$ cat src/rtl/avalon_pipelined_register_slave_if.sv
// Avalon-MM pipelined-read bus between a master (bridge) and the register slave.
interface avalon_pipelined_register_slave_if #(
    parameter int unsigned ADDR_W = 4
);
    logic [ADDR_W-1:0] address;
    logic [3:0]        byteenable;
    logic              read;
    logic              write;
    logic [31:0]       writedata;
    logic              waitrequest;
    logic [31:0]       readdata;
    logic              readdatavalid;
    logic              endofpacket;

    modport master (
        output address, byteenable, read, write, writedata,
        input  waitrequest, readdata, readdatavalid, endofpacket
    );

    modport slave (
        input  address, byteenable, read, write, writedata,
        output waitrequest, readdata, readdatavalid, endofpacket
    );
endinterface

$ cat src/rtl/avalon_pipelined_register_slave.sv
// Avalon-MM register bank slave: byte-enable writes, fixed wait states per
// transfer and a fixed-latency, non-stallable read response pipeline.
module avalon_pipelined_register_slave #(
    parameter int unsigned ADDR_W       = 4,
    parameter int unsigned READ_LATENCY = 2,
    parameter int unsigned WAIT_CYCLES  = 1
) (
    input  logic clk,
    input  logic reset_n,
    avalon_pipelined_register_slave_if.slave bus
);
    localparam int unsigned DEPTH  = 1 << ADDR_W;
    localparam int unsigned CNT_W  = 4;
    localparam int unsigned DATA_W = 32;
    localparam int unsigned LANES  = DATA_W / 8;
    localparam logic [ADDR_W-1:0] LAST_ADDR = ADDR_W'(DEPTH - 1);

    logic              req;
    logic              stall;
    logic              accept;
    logic              wr_accept;
    logic              rd_accept;
    logic [CNT_W-1:0]  wait_cnt;
    logic [DATA_W-1:0] bank     [DEPTH];
    logic [DATA_W-1:0] pl_data  [READ_LATENCY];
    logic              pl_valid [READ_LATENCY];
    logic              pl_eop   [READ_LATENCY];

    // read+write together is a write; a stalled command is only sampled on acceptance
    assign req       = bus.read | bus.write;
    assign stall     = req & (wait_cnt != CNT_W'(WAIT_CYCLES));
    assign accept    = req & ~stall;
    assign wr_accept = accept & bus.write;
    assign rd_accept = accept & bus.read & ~bus.write;

    assign bus.waitrequest   = stall;
    assign bus.readdata      = pl_data[READ_LATENCY-1];
    assign bus.readdatavalid = pl_valid[READ_LATENCY-1];
    assign bus.endofpacket   = pl_eop[READ_LATENCY-1];

    // Wait-state counter, restarts for every transfer
    always_ff @(posedge clk or negedge reset_n) begin
        if (!reset_n) begin
            wait_cnt <= '0;
        end else if (!req || accept) begin
            wait_cnt <= '0;
        end else begin
            wait_cnt <= wait_cnt + CNT_W'(1);
        end
    end

    // Register bank with per-lane write enables
    always_ff @(posedge clk or negedge reset_n) begin
        if (!reset_n) begin
            for (int i = 0; i < int'(DEPTH); i++) begin
                bank[i] <= '0;
            end
        end else if (wr_accept) begin
            for (int i = 0; i < int'(LANES); i++) begin
                if (bus.byteenable[i]) begin
                    bank[bus.address][8*i +: 8] <= bus.writedata[8*i +: 8];
                end
            end
        end
    end

    // Read response shift pipeline; payload is zeroed in empty slots
    always_ff @(posedge clk or negedge reset_n) begin
        if (!reset_n) begin
            for (int i = 0; i < int'(READ_LATENCY); i++) begin
                pl_data[i]  <= '0;
                pl_valid[i] <= 1'b0;
                pl_eop[i]   <= 1'b0;
            end
        end else begin
            pl_valid[0] <= rd_accept;
            pl_data[0]  <= rd_accept ? bank[bus.address] : '0;
            pl_eop[0]   <= rd_accept & (bus.address == LAST_ADDR);
            for (int i = 1; i < int'(READ_LATENCY); i++) begin
                pl_data[i]  <= pl_data[i-1];
                pl_valid[i] <= pl_valid[i-1];
                pl_eop[i]   <= pl_eop[i-1];
            end
        end
    end
endmodule

$ cat src/flat_wrapper.sv
// flat-port wrapper written by rule: the top's interface ports become plain ports
module avalon_pipelined_register_slave_flat 
#(
    parameter int unsigned ADDR_W       = 4,
    parameter int unsigned READ_LATENCY = 2,
    parameter int unsigned WAIT_CYCLES  = 1
)
  (clk, reset_n, bus_address, bus_byteenable, bus_read, bus_write, bus_writedata, bus_waitrequest, bus_readdata, bus_readdatavalid, bus_endofpacket);
  avalon_pipelined_register_slave_if #(.ADDR_W(ADDR_W)) bus_i ();
  input  logic clk;
  input  logic reset_n;
  input wire logic [$bits(bus_i.address)-1:0] bus_address;
  input wire logic [$bits(bus_i.byteenable)-1:0] bus_byteenable;
  input wire logic [$bits(bus_i.read)-1:0] bus_read;
  input wire logic [$bits(bus_i.write)-1:0] bus_write;
  input wire logic [$bits(bus_i.writedata)-1:0] bus_writedata;
  output wire logic [$bits(bus_i.waitrequest)-1:0] bus_waitrequest;
  output wire logic [$bits(bus_i.readdata)-1:0] bus_readdata;
  output wire logic [$bits(bus_i.readdatavalid)-1:0] bus_readdatavalid;
  output wire logic [$bits(bus_i.endofpacket)-1:0] bus_endofpacket;
  assign bus_i.address = bus_address;
  assign bus_i.byteenable = bus_byteenable;
  assign bus_i.read = bus_read;
  assign bus_i.write = bus_write;
  assign bus_i.writedata = bus_writedata;
  assign bus_waitrequest = bus_i.waitrequest;
  assign bus_readdata = bus_i.readdata;
  assign bus_readdatavalid = bus_i.readdatavalid;
  assign bus_endofpacket = bus_i.endofpacket;
  avalon_pipelined_register_slave #(.ADDR_W(ADDR_W), .READ_LATENCY(READ_LATENCY), .WAIT_CYCLES(WAIT_CYCLES)) u_core (.clk(clk), .reset_n(reset_n), .bus(bus_i));
endmodule
$ cat config.mk
export PLATFORM = sky130hd
export DESIGN_NAME = avalon_pipelined_register_slave_flat
export DESIGN_NICKNAME = d
export VERILOG_FILES = /design/src/rtl/avalon_pipelined_register_slave_if.sv /design/src/rtl/avalon_pipelined_register_slave.sv /design/src/flat_wrapper.sv
export SDC_FILE = /design/constraint.sdc
export NUM_CORES = 1
export LEC_CHECK = 0
export CORE_ASPECT_RATIO = 0.8
export CORE_MARGIN = 1
export CORE_UTILIZATION = 40
export CTS_BUF_LIST = sky130_fd_sc_hd__clkbuf_8
export CTS_CLUSTER_DIAMETER = 120
export CTS_CLUSTER_SIZE = 20
export DETAILED_ROUTE_END_ITERATION = 6
export PLACE_DENSITY = 0.63
export SYNTH_ARGS = -nofsm -noshare
export SYNTH_HDL_FRONTEND = slang
export SYNTH_SLANG_ARGS = --single-unit
export TNS_END_PERCENT = 30
$ cat constraint.sdc
create_clock -name clk -period 4.5 [get_ports clk]
set_clock_uncertainty 0.15 [all_clocks]
set_input_delay 1.125 -clock clk [delete_from_list [all_inputs] [get_ports clk]]
set_output_delay 1.125 -clock clk [all_outputs]
set_load 0.05 [all_outputs]
Yosys cells after proc, flatten, opt, wreduce, memory -nomap -nowiden:

Cells that the tools add are included.

* flip-flop bits (word level): 584
* input bits: 44
* output and inout port bits: 35
* word-level logic and storage cells: 65

* add/subtract/negate cells: 1
* magnitude comparators: 2
* equality and inequality tests: 2
* mux-type cells: 24
* bitwise operators: 10
* reductions and logical operators: 3

Operator list (count)
* 512-bit two-way mux: 7
* 512-bit bitwise mux: 4
* 32-bit demux with 4-bit select: 4
* 32-bit binary-select mux with 4-bit select: 1
* 32-bit two-way mux: 4
* 24-bit two-way mux: 1
* 16-bit two-way mux: 1
* 8-bit two-way mux: 1
* 1-bit bitwise AND: 6
* 5-bit >= comparator, second input constant: 1
* 5-bit by 1-bit < comparator with 1-bit output, second input constant: 1
* 4-bit NOT with 5-bit output: 1
* 4-bit by 1-bit adder with 4-bit output, second input constant: 1
* 4-bit equality test, second input constant: 1
* 4-bit two-way mux: 1
* 4-bit by 1-bit inequality test with 1-bit output, second input constant: 1
* 1-bit NOT: 2
* 1-bit logical AND: 1
* 1-bit zero test: 1
* 1-bit logical OR: 1
* 1-bit OR: 1

Longest topological paths before layout:

Gate-level depths: netlist of run 1.

* depth after elaboration: 16
* gate-level depth with buffers: 8
* depth with buffers taken out: 6

Worst setup path before layout of run 1:

No wires, ideal clock.

* path type: in2out
* from: input bus_write
* to: output bus_waitrequest
* data arrival time: 1.651 ns
* required time: 3.225 ns
* path slack: 1.574 ns
* stages: 2
* path buffers: 0
* cells stage by stage: o21bai_1 -> inv_1

* word-level cells in the longest chain between the ends: 2

RTL lines
* start: declaration: RTL line flat_wrapper.sv:15 `input wire logic [$bits(bus_i.write)-1:0] bus_write;`
* 1-bit OR: RTL line avalon_pipelined_register_slave.sv:30 `assign req = bus.read | bus.write;`
* 1-bit bitwise AND: RTL line avalon_pipelined_register_slave.sv:31 `assign stall = req & (wait_cnt != CNT_W'(WAIT_CYCLES));`
* end: declaration: RTL line flat_wrapper.sv:17 `output wire logic [$bits(bus_i.waitrequest)-1:0] bus_waitrequest;`

Every way passes these cells.

Worst setup path after layout of run 1:

Same ends and word-level chain as after synthesis.

==> metrics.md, run 1 <==
| Metric | Value |
|---|---|
| Root Driver | `clkbuf_8` |
| Post-synthesis cell area | `25,600 um2` |
| Post-synth net total | `1,671` |
| Worst Max-Slew Pin Slew | `0.836 ns` |
| Worst slack, placed | `0.499 ns` |
| Via count | `13,729` |
| Core box area | `63,000 um2` |
| CTS Buf Count | `35` |
| Leakage power | `0.0132 uW` |
| Global route total overflow | `0` |
| Unrepaired setup endpoints after global routing | `false` |
| GPL Wtd Cong | `0.763` |
| Cells after Synth | `1,625` |
| Highest clock rate | `0.250 GHz` |
| Largest net degree at the start of global routing | `86` |
| First-pass GRT wire length | `90,600 um` |
| Drt via density | `5.52` |
| Worst vdd ir | `0.000275 V` |
| Syn Area/Cell | `15.8 um2` |
| Htree depth | `2` |
| Worst-Skew Late Latency | `0.63 ns` |
| Final Hold Vio Count | `0` |
| CTS tree | `done` |
| Max Slew Vio Count | `0` |
| Final setup vio count | `0` |
| Setup ws final | `0.504 ns` |
| Class of the worst hold path | `flop to flop` |
| CTS clock-pin slew for the worst setup and hold paths | `0.12 ns` |
| I/O pin count | `79` |
| DRC | `0` |
| Post-DP HPWL | `36,700 um` |
| Die Y | `228 um` |
| Part of the cycle the worst path needs | `88.8%` |
| Arrival time at the worst endpoint | `2.72 ns` |
| Initial DRC count | `816` |
| Port buffer count | `78` |
| Setup Buffers After CTS | `0` |
| Diode count | `0` |
| CP Capture Type | `primary output` |
| Power per Cell Area | `425 nW/um2` |
| Syn. warnings | `0` |
| Full die area | `65,100 um2` |
| Critical path required time | `3.22 ns` |
| Total Wirelength | `57,200 um` |
| CTS Sinks | `584` |
| Run status | `complete, no violations` |
| CP Launch Type | `input port` |
| Worst-path maximum fanout | `5` |
| CP startpoint | `bus_write` |
| Netlist cell types | `37` |
| DRT Pass-1 Iters | `6` |
| Routed WL per cell | `23.0 um` |
| RR Startpoint | `u_core.wait_cnt[1]$_DFF_PN0_` |
| Min-delay src | `u_core.pl_data[33]$_DFF_PN0_` |
| Die width | `285 um` |
| Number of synthesized register bits | `584` |
| Hold Buf Count CTS | `0` |
| Layout area overhead | `8.03%` |
| Row cnt | `82` |
| Max-cap violation count | `0` |
| Initial antenna violation count | `2` |
| WS Path Type | `input port to primary output` |
| Tot GR Track Use | `18.0%` |
| Vias in the first global route | `14,711` |
| Worst relative slew slack | `44.3%` |
| Max Buffers Root-to-Sink | `3` |
| # nets final | `1,694` |
| Final ANT Viol Nets | `0` |
| Number of gates resized after cts | `0` |
| Initial Util | `40.7%` |
| Sequential area share after synthesis | `57.0%` |
| Ratio of cells with drive above 1 in the final layout | `44.5%` |
| Final min period | `4.00 ns` |
| Final TNS setup | `0 ns` |
-- final cells by class --
class	instances	area (um2)
Clock buffer	37	509
Clock inverter	1	16.3
Fill cell	5580	35300
Inverter	2	7.51
Multi-Input combinational cell	909	10300
Sequential cell	584	14600
Tap cell	840	1050
Timing Repair Buffer	116	1190
-- path summary, 6_finish.rpt --
check / slack [ns] / end / depth (start not counted)
min in group asynchronous: 0.33 / u_core.bank[85]$_DFFE_PN0P_ / 1
max in group asynchronous: 2.85 / u_core.bank[445]$_DFFE_PN0P_ / 2
worst min register to register: 0.20 / u_core.bus.readdata[1]$_DFF_PN0_ / 0
worst max-delay path: 0.50 / bus_waitrequest / 4
worst max register to register: 1.85 / u_core.bank[417]$_DFFE_PN0P_ / 6
worst min-delay path: 0.20 / u_core.bus.readdata[1]$_DFF_PN0_ / 0
-- cell usage after synthesis (all sizes together) --
library cell	n	area [um2]
dfrtp	584	14600
mux2	512	5770
mux2i	96	961
mux4	96	2160
buf	79	520
clkbuf	51	195
nand2	50	275
a21oi	32	160
a22oi	32	240
o211ai	32	240
nor3	17	230
nor2	16	62.6
and2	4	25.0
nand2b	4	25.0
nor3b	3	32.5
and2b	2	15.0
and3b	2	17.5
ha	2	25.0
inv	2	7.51
nand3	2	15.0
nor2b	2	12.5
and4bb	1	12.5
o21bai	1	7.51
or2	1	6.26
xnor2	1	8.76
xor2	1	8.76
-- critical path, stage by stage --
cell and delay [ns]:
clkdlybuf4s50_1 0.48, o21bai_1 0.34, inv_1 0.07, clkdlybuf4s50_1 0.70
-- per-layer routing --
| metal | vias up | GRT usage, % | wire length (um) |
|---|---|---|---|
| met5 | - | 0 | 13 |
| met4 | 2 | 4.03 | 942 |
| met3 | 59 | 2.59 | 2130 |
| met2 | 221 | 27.3 | 26300 |
| met1 | 7462 | 27.2 | 27800 |
| li1 | 5985 | - | - |
-- stage by stage --
| step | total power [uW] | util (%) | cells | cell area [um2] | hold WS (ns) |
|---|---|---|---|---|---|
| after global placement | 9390 | 43.1 | 2451 | 27200 | 0.185 |
| after detailed placement | 9570 | 43.1 | 2451 | 27200 | 0.185 |
| final | 11800 | 44.0 | 2489 | 27700 | 0.201 |
| after CTS | 11900 | 44.0 | 2489 | 27700 | 0.209 |
| after floorplan | 8840 | - | 1625 | 25600 | 0.181 |
| after global routing | 12500 | 44.0 | 2489 | 27700 | 0.206 |
-- kinds of logic (layout without fill, tap and decap cells) --
group	count (synthesis)	in the layout	share of synthesized area [%]
multiplexers	704	704	34.7
AO/OA/AOI/OAI	97	97	2.53
flip-flops	584	584	57.0
AND/OR/NAND/NOR	104	104	2.84
adder cells (fa/ha/maj)	2	2	0.0976
XOR/XNOR	2	2	0.0683
buffers and inverters	132	156	2.82
-- placed cells by master (no fill, tap or decap), types with 4 or more instances in the layout --
cell             count
mux2_2             500
nand2_1             15
mux2i_1             96
nand2b_1             4
buf_12              10
clkbuf_8            38
o211ai_1            32
buf_4               28
mux4_2              96
a21oi_1             32
nand2_2             35
and2_1               4
mux2_1              12
dfrtp_1            584
nor3_4              12
clkdlybuf4s50_1     73
nor2_1              15
a22oi_1             32
-- sequential cells by signal, indices dropped and copies added (netlist names) --
| register | cells |
|---|---|
| u_core.bank | 512 |
| u_core.bus.endofpacket | 1 |
| u_core.bus.readdata | 32 |
| u_core.bus.readdatavalid | 1 |
| u_core.pl_data | 32 |
| u_core.pl_eop | 1 |
| u_core.pl_valid | 1 |
| u_core.wait_cnt | 4 |
-- where the power goes --
part	switching (uW)	internal, uW	total [uW]
combinational	982	1450	2430
clock	1600	757	2360
sequential	559	6430	6980
(Power assumes the default switching activity.)
==> run 2: changes to the inputs <==
- CORE_UTILIZATION: 40 -> 47
- CTS_CLUSTER_DIAMETER: 120 -> unset
- PLACE_DENSITY: 0.63 -> 0.71
==> run 2 against run 1 <==
Total power increased by 19%; critical path depth unchanged; fmax increased by 0.26%; register-to-register slack got worse by 0.04 ns; via count increased by 3.3%; design area increased by 3.9%; clock power increased by 91%; largest power group unchanged.
==> metrics.md, run 2 (same netlist as run 1, synthesis figures left out) <==
| Metric | Value |
|---|---|
| Full die area | `55,500 um2` |
| Layout area overhead | `12.3%` |
| Gate power share | `17.3%` |
| Sequential power share | `50.3%` |
| Class of the worst hold path | `flop to flop` |
| Die Y | `211 um` |
| CTS Sinks | `584` |
| Routed WL per cell | `23.1 um` |
| Part of the cycle the worst path needs | `88.6%` |
| Post-DP HPWL | `35,200 um` |
| Final setup vio count | `0` |
| Multi-input logic area | `10,300 um2` |
| Highest clock rate | `0.251 GHz` |
| Row cnt | `76` |
| Critical path required time | `3.22 ns` |
| Tot Pwr | `14,000 uW` |
| WS Path Type | `input port to primary output` |
| Ratio of cells with drive above 1 in the final layout | `46.6%` |
| Power per Cell Area | `485 nW/um2` |
| Total Wirelength | `57,000 um` |
| Unrepaired setup endpoints after global routing | `false` |
| Arrival time at the worst endpoint | `2.71 ns` |
| Largest Register | `u_core.bank` |
| Post-layout util | `53.5%` |
| Root Driver | `clkbuf_8` |
| Most common cell after layout, fill and taps aside | `dfrtp_1` |
| Switching share of power | `26.0%` |
| Vias in the first global route | `15,330` |
| Port buffer count | `78` |
| Worst relative slew slack | `40.2%` |
| Worst slack, placed | `0.509 ns` |
| Final ANT Viol Nets | `0` |
| Max-cap violation count | `0` |
| CP Capture Type | `primary output` |
| Worst-Skew Late Latency | `0.68 ns` |
| Internal power | `10,300 uW` |
| CTS tree | `done` |
| CTS clock-pin slew for the worst setup and hold paths | `0.06 ns` |
| First-pass GRT wire length | `90,100 um` |
| Leakage power | `0.0140 uW` |
| Hold Buf Count CTS | `0` |
| Largest net degree at the start of global routing | `115` |
| CP Launch Type | `input port` |
| DRC | `0` |
| Worst reg-to-reg setup slack | `1.81 ns` |
| Max Buffers Root-to-Sink | `3` |
| Final min period | `3.99 ns` |
| Worst-path maximum fanout | `5` |
| Final Hold Vio Count | `0` |
| Initial DRC count | `957` |
| CTS Buf Count | `93` |
| Diode count | `0` |
| Sequential Area | `14,600 um2` |
| Initial Util | `47.6%` |
| Number of gates resized after cts | `0` |
| Drt via density | `5.74` |
| I/O pin count | `79` |
| Worst vdd ir | `0.000273 V` |
| GPL Wtd Cong | `0.765` |
| Worst Max-Slew Pin Slew | `0.897 ns` |
| Initial antenna violation count | `1` |
| Most frequent cells in the layout | `dfrtp_1 (584), mux2_2 (500), clkbuf_8 (121), mux4_2 (96), mux2i_1 (96)` |
| Core box area | `53,800 um2` |
| Global route total overflow | `0` |
| Max Slew Vio Count | `0` |
| DRT Pass-1 Iters | `5` |
| Setup ws final | `0.515 ns` |
| Die width | `263 um` |
| Tot GR Track Use | `21.3%` |
| Htree depth | `3` |
| Via count | `14,177` |
| Largest register FFs | `512` |
| Run status | `complete, no violations` |
| Psw | `3630 uW` |
| Filler cell count in the final layout | `4,374` |
| Setup Buffers After CTS | `0` |
| # nets final | `1,746` |
| Final TNS setup | `0 ns` |
| Clock network power share | `32.4%` |
-- run 2: path summary, 6_finish.rpt --
path	start	to	depth (start not counted)
min in group asynchronous	reset_n	u_core.bus.readdata[21]$_DFF_PN0_	1
min	u_core.pl_data[44]$_DFF_PN0_	u_core.bus.readdata[12]$_DFF_PN0_	0
max in group asynchronous	reset_n	u_core.bank[419]$_DFFE_PN0P_	3
min reg2reg	u_core.pl_data[44]$_DFF_PN0_	u_core.bus.readdata[12]$_DFF_PN0_	0
max	bus_write	bus_waitrequest	4
max reg2reg	u_core.wait_cnt[1]$_DFF_PN0_	u_core.bank[387]$_DFFE_PN0P_	6
-- run 2: final cells by class --
type / count / area share, %
tap: 702 / 3.05
clock inverter: 44 / 0.760
sequential: 584 / 50.8
timing repair buffer: 110 / 3.85
clock buffer: 120 / 5.74
inverter: 2 / 0.0261
multi-input combinational: 909 / 35.8
-- run 2: per-stage QoR --
stage,std cells,instance area (um2),hold WS [ns]
after floorplan,1625,25600,0.181
final,2471,28800,0.190
after global routing,2471,28800,0.205
after global placement,2307,26900,0.186
after CTS,2471,28800,0.193
after detailed placement,2307,26900,0.185
-- run 2: worst max-delay path: stages --
cell	delay, ns
clkdlybuf4s50_1	0.47
o21bai_1	0.33
inv_1	0.08
clkdlybuf4s50_1	0.71
-- run 2: power by group through the flow --
stage	Combinational, uW	Clock (uW)	Sequential (uW)
after global routing	2630	4900	7160
after floorplan	1940	0	6900
final	2420	4510	7020
after global placement	2350	0	7010
after CTS	2450	4640	7010
after detailed placement	2440	0	7100
-- run 2: routing by layer --
layer | vias to the layer above | track usage, % | share of wire [%]
met5 | - | 0 | 0
met4 | 0 | 6.47 | 2.3
met3 | 95 | 4.42 | 4.5
met2 | 290 | 32.5 | 46
met1 | 7631 | 30.8 | 47
li1 | 6161 | - | -
